**config.mk**
```make
export PLATFORM = sky130hd
export DESIGN_NAME = serial_demux8_flat
export DESIGN_NICKNAME = d
export VERILOG_FILES = /design/src/rtl/serial_demux8_if.sv /design/src/rtl/serial_demux8.sv /design/src/flat_wrapper.sv
export SDC_FILE = /design/constraint.sdc
export NUM_CORES = 1
export LEC_CHECK = 0
export ABC_AREA = 1
export BUFFER_PORTS_ARGS = -buffer_cell sky130_fd_sc_hd__buf_2
export CORE_MARGIN = 2
export CORE_UTILIZATION = 25
export CTS_CLUSTER_SIZE = 8
export DETAILED_ROUTE_END_ITERATION = 10
export PLACE_DENSITY = 0.48
export SYNTH_ARGS = -nofsm -noshare
export SYNTH_HDL_FRONTEND = slang
export SYNTH_SLANG_ARGS = --single-unit
```
**constraint.sdc**
```tcl
create_clock -name clk -period 1.97 [get_ports clk]
set_clock_uncertainty 0.2 [all_clocks]
set_input_delay 0 -clock clk [delete_from_list [all_inputs] [get_ports clk]]
set_output_delay 0 -clock clk [all_outputs]
set_load 0.005 [all_outputs]
```
**src/rtl/serial_demux8_if.sv**
```systemverilog
// Serial-in and read-side signals of the eight-channel serial receiver.
// The bench drives the master modport and the receiver uses the slave modport.
interface serial_demux8_if;
  logic        sen;
  logic        sstart;
  logic        sdata;
  logic [2:0]  rd_sel;
  logic        rd_en;
  logic [15:0] rd_data;
  logic [7:0]  valid;
  logic [7:0]  overrun;
  logic        busy;

  modport master (
    output sen, sstart, sdata, rd_sel, rd_en,
    input  rd_data, valid, overrun, busy
  );

  modport slave (
    input  sen, sstart, sdata, rd_sel, rd_en,
    output rd_data, valid, overrun, busy
  );
endinterface

```
**src/rtl/serial_demux8.sv**
```systemverilog
// Bit-serial frame receiver: 3-bit address then 16-bit word, MSB first,
// routed into eight holding registers drained through a select/read handshake.
//   state | meaning
//   IDLE  | waiting for sen & sstart
//   ADDR  | collecting addr[2:0]
//   DATA  | collecting d[15:0]; the 16th bit commits
module serial_demux8 (
  input  logic            clk,
  input  logic            rst_n,
  serial_demux8_if.slave  bus
);
  typedef enum logic [1:0] {IDLE, ADDR, DATA} state_t;

  state_t      state_q;
  logic [2:0]  addr_q;
  logic [15:0] shift_q;
  logic [4:0]  count_q;
  logic [15:0] hold_q [8];
  logic [7:0]  valid_q, valid_d;
  logic [7:0]  overrun_q, overrun_d;

  logic [2:0]  addr_d;
  logic [15:0] shift_d;
  logic        start;
  logic        commit;
  logic        rd_hit;

  assign start   = bus.sen & bus.sstart;
  assign addr_d  = (addr_q << 1) | {2'b00, bus.sdata};
  assign shift_d = (shift_q << 1) | {15'd0, bus.sdata};
  // A restart on the final data bit wins over the commit.
  assign commit  = bus.sen && !bus.sstart && (state_q == DATA) && (count_q == 5'd15);
  assign rd_hit  = bus.rd_en & valid_q[bus.rd_sel];

  always_ff @(posedge clk or negedge rst_n) begin
    if (!rst_n) begin
      state_q <= IDLE;
      addr_q  <= '0;
      shift_q <= '0;
      count_q <= '0;
    end else if (start) begin
      state_q <= ADDR;
      addr_q  <= {2'b00, bus.sdata};
      shift_q <= '0;
      count_q <= 5'd1;
    end else if (bus.sen) begin
      case (state_q)
        IDLE: ;
        ADDR: begin
          addr_q <= addr_d;
          if (count_q == 5'd2) begin
            state_q <= DATA;
            count_q <= 5'd0;
          end else begin
            count_q <= count_q + 5'd1;
          end
        end
        DATA: begin
          shift_q <= shift_d;
          if (count_q == 5'd15) begin
            state_q <= IDLE;
            count_q <= 5'd0;
          end else begin
            count_q <= count_q + 5'd1;
          end
        end
        default: state_q <= IDLE;
      endcase
    end
  end

  always_comb begin
    valid_d   = valid_q;
    overrun_d = overrun_q;
    if (rd_hit) begin
      valid_d[bus.rd_sel]   = 1'b0;
      overrun_d[bus.rd_sel] = 1'b0;
    end
    // A word read on the same edge it is replaced is not an overrun.
    if (commit) begin
      valid_d[addr_q] = 1'b1;
      if (valid_q[addr_q] && !(rd_hit && (bus.rd_sel == addr_q)))
        overrun_d[addr_q] = 1'b1;
    end
  end

  always_ff @(posedge clk or negedge rst_n) begin
    if (!rst_n) begin
      valid_q   <= '0;
      overrun_q <= '0;
      for (int i = 0; i < 8; i++) hold_q[i] <= '0;
    end else begin
      valid_q   <= valid_d;
      overrun_q <= overrun_d;
      if (commit) hold_q[addr_q] <= shift_d;
    end
  end

  assign bus.rd_data = hold_q[bus.rd_sel];
  assign bus.valid   = valid_q;
  assign bus.overrun = overrun_q;
  assign bus.busy    = (state_q != IDLE);
endmodule

```
**src/flat_wrapper.sv**
```systemverilog
// flat-port wrapper written by rule: the top's interface ports become plain ports
module serial_demux8_flat 
  (clk, rst_n, bus_sen, bus_sstart, bus_sdata, bus_rd_sel, bus_rd_en, bus_rd_data, bus_valid, bus_overrun, bus_busy);
  serial_demux8_if bus_i ();
  input  logic clk;
  input  logic rst_n;
  input wire logic [$bits(bus_i.sen)-1:0] bus_sen;
  input wire logic [$bits(bus_i.sstart)-1:0] bus_sstart;
  input wire logic [$bits(bus_i.sdata)-1:0] bus_sdata;
  input wire logic [$bits(bus_i.rd_sel)-1:0] bus_rd_sel;
  input wire logic [$bits(bus_i.rd_en)-1:0] bus_rd_en;
  output wire logic [$bits(bus_i.rd_data)-1:0] bus_rd_data;
  output wire logic [$bits(bus_i.valid)-1:0] bus_valid;
  output wire logic [$bits(bus_i.overrun)-1:0] bus_overrun;
  output wire logic [$bits(bus_i.busy)-1:0] bus_busy;
  assign bus_i.sen = bus_sen;
  assign bus_i.sstart = bus_sstart;
  assign bus_i.sdata = bus_sdata;
  assign bus_i.rd_sel = bus_rd_sel;
  assign bus_i.rd_en = bus_rd_en;
  assign bus_rd_data = bus_i.rd_data;
  assign bus_valid = bus_i.valid;
  assign bus_overrun = bus_i.overrun;
  assign bus_busy = bus_i.busy;
  serial_demux8 u_core (.clk(clk), .rst_n(rst_n), .bus(bus_i));
endmodule
```
---- After elaboration in Yosys (flattened, before gate mapping) ----
Cells that the tools add are included.
operators by class
  $lt $le $gt $ge ......................... 7
  multiplexer cells ....................... 35
  add/subtract/negate cells ............... 1
  bitwise operators ....................... 11
  equal/unequal tests ..................... 8
  reductions and logical operators ........ 20
operators by type and width
  cell                count
  $bwmux 128          1
  $bmux 16 s3         1
  $demux 16 s3        1
  $mux 16             3
  $mux 15             3
  $mux 8              5
  $mux 5              4
  $and 8x8->8         2
  $or 16x1->16        1
  $or 8x8->8          2
  $pmux 5 s2          1
  $mux 3              3
  $ge 4x4->1 const B  2
  $logic_and 1x1->1   8
  $lt 3x4->1 const B  2
  $mux 2              4
  $not 3->4           2
  $not 8->8           1
  $reduce_bool 2->1   4
  $bmux 1 s3          2
  $demux 1 s3         2
  $ge 3x1->1 const B  2
  $pmux 2 s3          1
  $reduce_and 2->1    3
  other kinds (17)    22
storage, ports and cells
  register bits after elaboration ......... 169

---- Depth between registers and ports, before layout ----
Gate-level depths: netlist of run 1.
  depth in word-level cells ............... 10
  depth in mapped cells ................... 11
  gate-level depth less buffers ........... 11

---- Worst setup path before layout of run 1 ----
No wires, ideal clock.
  path type ............................... flip-flop to flip-flop
  start point ............................. register u_core.count_q[1]
  end point ............................... register u_core.hold_q[101] (netlist bit)
  stages on the path, launching flop included .. 11
  period minus slack after synthesis ...... 1.820 ns
  arrival ................................. 1.487 ns
  setup slack ............................. 0.150 ns
  setup time .............................. 0.133 ns
  path through ............................ dfrtp_1 ha_1 nand2_1 nor2_1 ha_1 nand2_2 inv_4 nand2_2 buf_2 nand2_1 o21ai_0
on the way
  cells in the longest elaborated chain, start to end .. 2
ends and longest elaborated chain
  element                         RTL line             RTL
  start: declaration              serial_demux8.sv:17  logic [4:0] count_q;
  start signal: assignment        serial_demux8.sv:55  count_q <= count_q + 5'd1;
  start signal: assignment        serial_demux8.sv:64  count_q <= count_q + 5'd1;
  $eq 5x4->1                      serial_demux8.sv:32  assign commit = bus.sen && !bus.sstart && (state_q == DATA) && (count_q == 5'd15);
  $logic_and 1x1->1               serial_demux8.sv:32
  end signal: indexed assignment  serial_demux8.sv:95  if (commit) hold_q[addr_q] <= shift_d;
  end: declaration                serial_demux8.sv:18  logic [15:0] hold_q [8];
No other way between the ends.
A chain may end at the register's enable or synchronous reset.

---- Worst setup path in the final report of run 1 ----
  start point ............................. register u_core.count_q[1]
  end point ............................... register u_core.hold_q[80] (netlist bit)
The elaborated chain is that of the path after synthesis.

==> run metrics, run 1 <==
status finished clean; Max Fclk about 0.52 GHz; Mapped Area about 7600 um2; chip width approximately 180 um; Avg Inst Size Synth ~8.7 um2; worst setup path start u_core.count_q[1]; sequential power share 46.0%; ANT cells 0; pins over their slew limit 0; Int Power around 5500 uW; min cycle time layout between 1500 and 2000 ps; initial antenna violation count 0; clk slew on worst S/H paths ~70 ps; EDFF count, synth 0; drt first pass iters 5; most used routing layer met2; Synth Register Bits 169; clk buf depth 2; Crit Path Category reg -> reg; # Max-Cap Violations 0; DRT iter0 DRCs 532; GR Layer Usage met1 about a fifth; GRT Residual Overflow 0; Final Wtd Congestion 0.831; Nets just under 1000; largest net degree at the start of global routing 61; Gate power share roughly an eighth; H-Tree Depth 4; met3 Usage GRT under 10%; sequential area share after synthesis 55.6%; Slew @ Worst Pin just under 500 ps; Max FO, Critical Path 8; Overall Global Routing Usage around 14%; Area Overhead vs Synth 26.0%; Via Count 6351; die height 178 um; Critical Path End Type flop; DPL Wire Length 13.9 mm; relative slew slack about two thirds; Synth Warn # 0; Leakage 0.00455 uW; Initial Util 25.5%; R2R Path Start u_core.count_q[1]; CTS tree done; # port buffers between 40 and 50; final hold violations 0; DRC Markers 0; post-place setup slack between 20 and 30 ps; commonest non-fill, non-tap cell in the layout nand2_1; Worst Path Required 2060 ps; fin crit share between 90 and 100%; most common flop cell mapped by yosys dfrtp_1; Routed Antenna Nets 0; area of the core 29800 um2; grt met2 use a little under a quarter; clk root buf clkbuf_16; Startpoint Class flop; Util after Layout roughly 32%; total die area 31800 um2; vias in the first global route approximately 6000; first-pass GRT wire length ~35 mm; Rows 63; share of post-route cells with drive strength above 1 between 10% and 20%; CTS sink count ~170; Vias/cell 4.70; WL/cell 18.3 um; Post-synth ARST share 100%; post-synth cell types 32; clk_lat worst skew about 430 ps; min-delay src bus_rd_sel[2]; I/O Pins 42; Pwr Total between 7000 and 8000 uW; post-synthesis net count 893; Total Wirelength roughly 25 mm; most frequent cells in the layout nand2_1 (308), dfrtp_1 (168), o21ai_1 (69); Critical Path AT about 2000 ps; Num CTS Buffers 17; PnR worst setup slack between 30 and 40 ps; switching pwr 2390 uW; PD cells slightly above 800 nW/um2; Clock Power Share about two fifths; Synth Instances ~900; sw frac a little under a third; Min Hold Slack 36.7 ps; Hold Path Class in -> reg; VDD IR max between 400 and 500 uV; Final setup viols 0
-- sequential cells by signal, summed over array words and instances (netlist names) --
signal / flops
u_core.hold_q: 128
u_core.addr_q: 3
u_core.bus.valid: 8
u_core.state_q: 2
u_core.bus.overrun: 8
u_core.shift_q: 15
u_core.count_q: 5
-- repair_timing --
action                     in CTS  in global routing
hold endpoints to repair      214                  0
buffers inserted                0                  1
hold buffers                    8                  0
setup endpoints to repair       0                136
gates resized for setup         0                 49
-- final cells by class --
class                      instances  area, um2
fill                            3070      20200
sequential                       169       4230
multi-input combinational        601       3010
timing repair buffer              93       1020
tap                              390        488
clock buffer                      17        425
inverter                          67        264
clock inverter                    15        151
-- power groups by stage --
stage               clock network (uW)  logic, uW  registers (uW)
finish                            3300        968            3640
global route                      3500       1090            3650
CTS                               3370        885            3620
detailed placement                   0        863            3690
global placement                     0        865            3690
floorplan                            0        547            3660
-- through the flow --
stage               cells  area (um2)  setup TNS [ps]
finish               1352        9580               0
CTS                  1338        9110               0
floorplan             877        7610               0
detailed placement   1298        8450               0
global placement     1298        8450               0
global route         1352        9580           -2350
-- synthesized netlist by cell type, drive strengths merged, types with 2 or more instances --
library cell	instances	area share [%]
dfrtp	169	56
nor3	8	0.53
o21ai	140	9.7
a22oi	14	1.4
nand4	14	1.2
nand2	321	16
nand3	30	2.1
o22ai	15	1.2
a211oi	2	0.20
a22o	5	0.58
buf	39	3.7
a21oi	18	1.2
inv	66	3.3
ha	7	1.2
nand3b	3	0.30
o2bb2ai	2	0.23
nor2	21	1.3
-- routing by layer --
layer | share of wire (%) | vias up
met5 | 0 | -
met4 | 1.5 | 0
met3 | 2.9 | 23
met2 | 50 | 126
met1 | 46 | 3174
li1 | - | 3028
-- logic make-up after synthesis --
group / count (synthesis) / share of synthesized area [%]
compound gates: 196 / 14.5
xor+xnor: 1 / 0.115
fa+ha+maj: 7 / 1.15
buf+inv: 107 / 7.07
flops: 169 / 55.6
simple gates: 397 / 21.6
-- worst max-delay path, stage by stage, from the launching register on --
cell       delay [ps]
dfrtp_1           370
ha_2              190
nand2_2            80
nor2_4            150
ha_4              150
nand2_4            70
clkinv_8          140
nand2_8           100
clkbuf_16         190
nand2_1            60
o21ai_0            80
-- path summary, 6_finish.rpt --
kind	slack, ps	depth (start not counted)	end
worst max-delay path	30	10	u_core.hold_q[80]
worst min-delay path	40	7	u_core.bus.overrun[6]
worst max register to register	30	10	u_core.hold_q[80]
worst min register to register	270	2	u_core.bus.overrun[3]
max in group asynchronous	710	4	u_core.hold_q[15]
min in group asynchronous	470	4	u_core.state_q[0]
Power figures use the tool's default switching activity.
==> run 2, diff against run 1 <==
- SETUP_SLACK_MARGIN: not set -> 0.2
==> run 2 against run 1 <==
Compared with the run above: utilization up 1.6 points; combinational power up 7%; wire length shrank 3.9%; register-to-register slack better by 60 ps; worst hold slack worse by 1.5 ps; sequential share of layout area down 2.2 points; setup slack better by 57 ps; via count shrank 0.72%; non-clock buffer count rose by 9; total power rose by 0.32%; critical endpoint is now u_core.hold_q[120]; largest cell class unchanged.
==> run metrics, run 2 (synthesized netlist as in run 1, its figures left out) <==
Leakage 0.00471 uW (+3.6%); DRC Markers 0 (unchanged); Hold Path Class in -> reg; Max FO, Critical Path 8 (unchanged); total die area 31800 um2 (unchanged); min-delay src bus_rd_sel[1]; Final Wtd Congestion 0.784 (-5.6%); Worst Path Required 2080 ps (+20 ps); fin crit share 95.5% (-2.9 points); clk buf depth 2 (unchanged); Vias/cell 4.63 (-1.4%); Final setup viols 0 (unchanged); CTS tree done; Routed met3 length 687 um (-4.3%); clk slew on worst S/H paths 70 ps (about the same); CTS sink count 169 (unchanged); WL/cell 17.4 um (-4.5%); non-filler cells, final 1361 (+0.67%); Largest regs u_core.hold_q (128), u_core.shift_q (15); reg-to-reg endpoint u_core.hold_q[120]; R2R cell count 10 (unchanged); Area Overhead vs Synth 32.4%; RSZ-0062 raised after global routing yes; VDD IR max 416 uV (-9.3%); placed cells 1300 (+0.15%); first-pass GRT wire length 36.2 mm (+4.7%); Routed Antenna Nets 0 (unchanged); hold depth 6 (-1); share of post-route cells with drive strength above 1 27.5% (+9.7 points); I/O Pins 42 (unchanged); Startpoint Class flop; ANT cells 0 (unchanged); area of the core 29800 um2 (unchanged); Via Count 6305 (-0.72%); largest register by flop count u_core.hold_q; clk root buf clkbuf_16; Util after Layout 33.8% (+1.6 points); post-place setup slack 26.7 ps (-1.02 ps); final hold violations 0 (unchanged); area taken by multi-input logic gates 3380 um2 (+13%); Critical Path End Type flop; PnR worst setup slack 89.6 ps (+57.1 ps); Setup TNS 0 ps (unchanged); FF+latch area 4230 um2 (about the same); Crit Path Category reg -> reg; GRT Residual Overflow 0 (unchanged); highest metal used met4; PD cells 788 nW/um2 (-4.6%); die height 178 um (unchanged); commonest non-fill, non-tap cell in the layout nand2_1; M1 WL 10.8 mm (-3.9%); initial antenna violation count 0 (unchanged); status finished clean; drt first pass iters 5 (unchanged); min cycle time layout 1880 ps (-57.1 ps); clk_lat worst skew 430 ps (about the same); DRT iter0 DRCs 416 (-22%); # Max-Cap Violations 0 (unchanged); Max Fclk 0.532 GHz (+3.0%); max FFs per register 128 (unchanged); Num CTS Buffers 17 (unchanged); # fillers 3085 (+0.49%); largest net degree at the start of global routing 47 (-23%); Overall Global Routing Usage 14.9% (+0.70 points); R2R Path Start u_core.count_q[1]; Nets 974 (+0.93%); Min Hold Slack 35.2 ps (-1.47 ps); Initial Util 25.5% (unchanged); Slew @ Worst Pin 497 ps (+10.2 ps); relative slew slack 66.8% (-0.68 points); # port buffers 41 (unchanged); worst hold endpoint u_core.bus.overrun[7]; pins over their slew limit 0 (unchanged); Critical Path AT 1990 ps (-40 ps); DPL Wire Length 14.4 mm (+4.2%); chip width 178 um (unchanged); most frequent cells in the layout nand2_1 (252), dfrtp_1 (169), o21ai_1 (84); H-Tree Depth 4 (unchanged); Rows 63 (unchanged); Total Wirelength 23.7 mm (-3.9%); reg-to-reg slack, setup 90 ps (+60 ps); metal2 WL 11.7 mm (-5.0%); vias in the first global route 6207 (+3.6%)
## run 2: changes by cell type in the layout (fill, tap and decap cells not counted), moves of 7 or more
cell and change:
nand2_2 +27, o21ai_1 +15, o21ai_2 +19, o21ai_0 -34
inv_1 -7, nand2_4 +31, nand2_1 -56
## run 2: worst max-delay path by stage
stage | startpoint | endpoint | slack [ps] | cells after the start
after floorplan | u_core.count_q[1] | u_core.hold_q[101] | 160 | 10
after global placement | u_core.count_q[0] | u_core.hold_q[57] | 60 | 10
after detailed placement | u_core.count_q[0] | u_core.hold_q[55] | 30 | 10
after CTS | u_core.count_q[0] | u_core.hold_q[101] | 80 | 10
after global routing | u_core.count_q[1] | u_core.hold_q[7] | 10 | 10
final | u_core.count_q[1] | u_core.hold_q[120] | 90 | 10
## run 2: final cells by class
cell class                 instances  area share [%]
clock buffer                      20            4.43
timing repair buffer             102            11.3
tap                              390            4.84
inverter                          67            2.73
sequential                       169            42.0
clock inverter                    12            1.16
multi-input combinational        601            33.6
## run 2: power by group
part / internal, uW / total [uW] / switching (uW)
clock network: 1790 / 3260 / 1470
registers: 3540 / 3640 / 96.1
logic: 324 / 1040 / 717
## run 2: per-layer routing
layer	up-vias	GRT usage, %
met1	3131	19.6
met5	-	0
met4	0	4.40
li1	3048	-
met2	96	25.3
met3	30	2.34
## run 2: what timing repair did
| item | 4_1_cts | 5_1_grt |
|---|---|---|
| pin swaps | 4 | 15 |
| hold buffers | 8 | 0 |
| resized for setup | 60 | 145 |
| setup endpoints to repair | 142 | 152 |
| buffers inserted | 4 | 4 |
| cloned | 2 | 11 |
| endpoints found under the hold margin | 204 | 0 |
## run 2: critical path, stage by stage, from the launching register on
cell	delay, ps
dfrtp_1	350
ha_2	190
nand2_2	80
nor2_4	140
ha_4	150
nand2_4	70
inv_12	130
nand2_8	120
clkbuf_16	210
nand2_2	60
o21ai_2	40
## run 2: through the flow
step | total power (uW) | instance area [um2]
after floorplan | 4210 | 7620
after global placement | 4570 | 8490
after detailed placement | 4570 | 8490
after CTS | 7930 | 9420
after global routing | 8300 | 10100
final | 7940 | 10100
==> run 3, diff against run 2 <==
- clock period: 1.97 -> 2.2 ns (I/O delays scaled with it)
==> run 3 against run 2 <==
Compared with the run above: critical path depth did not move; clock power fell by 10%; combinational power fell by 19%; via count fell by 1.5%; setup slack improved by 160 ps; cell count fell by 1.3%; sequential power fell by 10%; utilization fell by 2.4 points; sequential cell count did not move.
==> run metrics, run 3 (synthesized netlist as in run 1, its figures left out) <==
status finished clean; PnR worst setup slack 253 ps (+163 ps); ANT cells 0 (unchanged); switching pwr 1980 uW (-13%); DRC Markers 0 (unchanged); RSZ-0062 raised after global routing yes; # Max-Cap Violations 0 (unchanged); Total Wirelength 23.5 mm (-0.98%); clk_lat worst skew 430 ps (about the same); Via Count 6208 (-1.5%); pins over their slew limit 0 (unchanged); CTS tree done; Critical Path AT 2040 ps (+50 ps); Startpoint Class flop; Routed Antenna Nets 0 (unchanged); DRT iter0 DRCs 512 (+23%); share of post-route cells with drive strength above 1 16.4% (-11 points); Max Fclk 0.514 GHz (-3.4%); Clock Power Share 41.7% (+0.7 points); Worst Path Required 2290 ps (+210 ps); clk slew on worst S/H paths 70 ps (about the same); Min Hold Slack 30.2 ps (-5.07 ps); Area Overhead vs Synth 23.2%; vias in the first global route 5848 (-5.8%); Largest regs u_core.hold_q (128), u_core.shift_q (15); Overall Global Routing Usage 13.9% (-1.1 points); DPL Wire Length 13.6 mm (-5.7%); Final Wtd Congestion 0.755 (-3.7%); Slew @ Worst Pin 593 ps (+95.9 ps); clk root buf clkbuf_16; chip width 178 um (unchanged); post-place setup slack 171 ps (+145 ps); min cycle time layout 1950 ps (+66.9 ps); I/O Pins 42 (unchanged); VDD IR max 375 uV (-9.7%); most frequent cells in the layout nand2_1 (309), dfrtp_1 (169), o21ai_0 (73); sequential power share 46.4% (+0.6 points); Gate power share 11.9% (-1.2 points); largest net degree at the start of global routing 58 (+23%); max FFs per register 128 (unchanged); largest register by flop count u_core.hold_q; clk buf depth 2 (unchanged); commonest non-fill, non-tap cell in the layout nand2_1; sw frac 28.2% (-0.56 points); PD cells 750 nW/um2 (-4.8%); Rows 63 (unchanged); Leakage 0.00449 uW (-4.7%); Crit Path Category reg -> reg; final hold violations 0 (unchanged); die height 178 um (unchanged); WL/cell 17.5 um (+0.35%); Critical Path End Type flop; total die area 31800 um2 (unchanged); Num CTS Buffers 17 (unchanged); initial antenna violation count 0 (unchanged); Final setup viols 0 (unchanged); GRT Residual Overflow 0 (unchanged); Hold Path Class in -> reg; first-pass GRT wire length 33.7 mm (-6.9%); Nets 956 (-1.8%); Setup TNS 0 ps (unchanged); CTS sink count 169 (unchanged); Initial Util 25.5% (unchanged); Vias/cell 4.62 (-0.22%); Max FO, Critical Path 16 (+8); Int Power 5050 uW (-11%); # port buffers 41 (unchanged); area of the core 29800 um2 (unchanged); H-Tree Depth 4 (unchanged); fin crit share 88.5% (-6.9 points); drt first pass iters 5 (unchanged); relative slew slack 60.5% (-6.3 points)
-- run 3: cell types whose count changed in the layout (fill, tap and decap cells not counted), sizes merged --
| cell | delta |
|---|---|
| clkinvlp | -1 |
| buf | -18 |
| clkinv | +2 |
| clkbuf | -1 |
-- run 3: cell type report --
type                            count  area (um2)
Multi-Input combinational cell    601        2970
Clock inverter                     13         116
Clock buffer                       19         453
Fill cell                        3141       20400
Inverter                           67         264
Timing Repair Buffer               84         853
Sequential cell                   169        4230
Tap cell                          390         488
-- run 3: power by group through the flow --
stage | Sequential [uW] | Clock (uW) | Combinational (uW)
floorplan | 3280 | 0 | 490
global placement | 3310 | 0 | 744
detailed placement | 3320 | 0 | 741
CTS | 3250 | 3000 | 771
global route | 3270 | 3130 | 942
finish | 3260 | 2930 | 839
-- run 3: final timing paths --
kind / from / to / slack [ps] / cells after the start
max in group asynchronous: rst_n / u_core.hold_q[25] / 620 / 4
min in group asynchronous: rst_n / u_core.count_q[0] / 430 / 3
worst min-delay path: bus_rd_sel[2] / u_core.bus.overrun[0] / 30 / 7
worst min register to register: u_core.hold_q[14] / u_core.hold_q[14] / 280 / 2
worst max-delay path: u_core.count_q[0] / u_core.hold_q[79] / 250 / 10
worst max register to register: u_core.count_q[0] / u_core.hold_q[79] / 250 / 10
-- run 3: worst max-delay path, cell delays in order (launching register included) --
cell	delay, ps
dfrtp_1	390
ha_2	200
nand2_2	80
nor2_4	140
ha_4	160
nand2_4	70
clkinv_8	120
nand2_4	110
clkbuf_16	210
nand2_1	60
o21ai_0	70
-- run 3: timing repair --
action | 4_1_cts | 5_1_grt
hold endpoints to repair | 218 | 0
hold buffers | 7 | 0
pin swaps | 0 | 4
buffers inserted | 1 | 2
setup endpoints to repair | 61 | 129
resized for setup | 2 | 31
cloned | 0 | 10
-- run 3: metrics by stage --
stage,utilization [%],std cells,area [um2],total power (uW)
floorplan,-,877,7610,3770
global placement,27.9,1291,8320,4060
detailed placement,27.9,1291,8320,4060
CTS,30.1,1331,8970,7020
global route,31.4,1343,9370,7330
finish,31.4,1343,9370,7030
-- run 3: routing by layer --
metal  part of all wire, %  wire (um)  track usage (%)  vias to the layer above
met5                     0          0                0                        -
met1                    45      10500             17.5                     3060
met2                    51      12000             24.3                      106
met3                   2.7        644             2.13                       24
met4                   1.7        405             4.27                        0
li1                      -          -                -                     3018
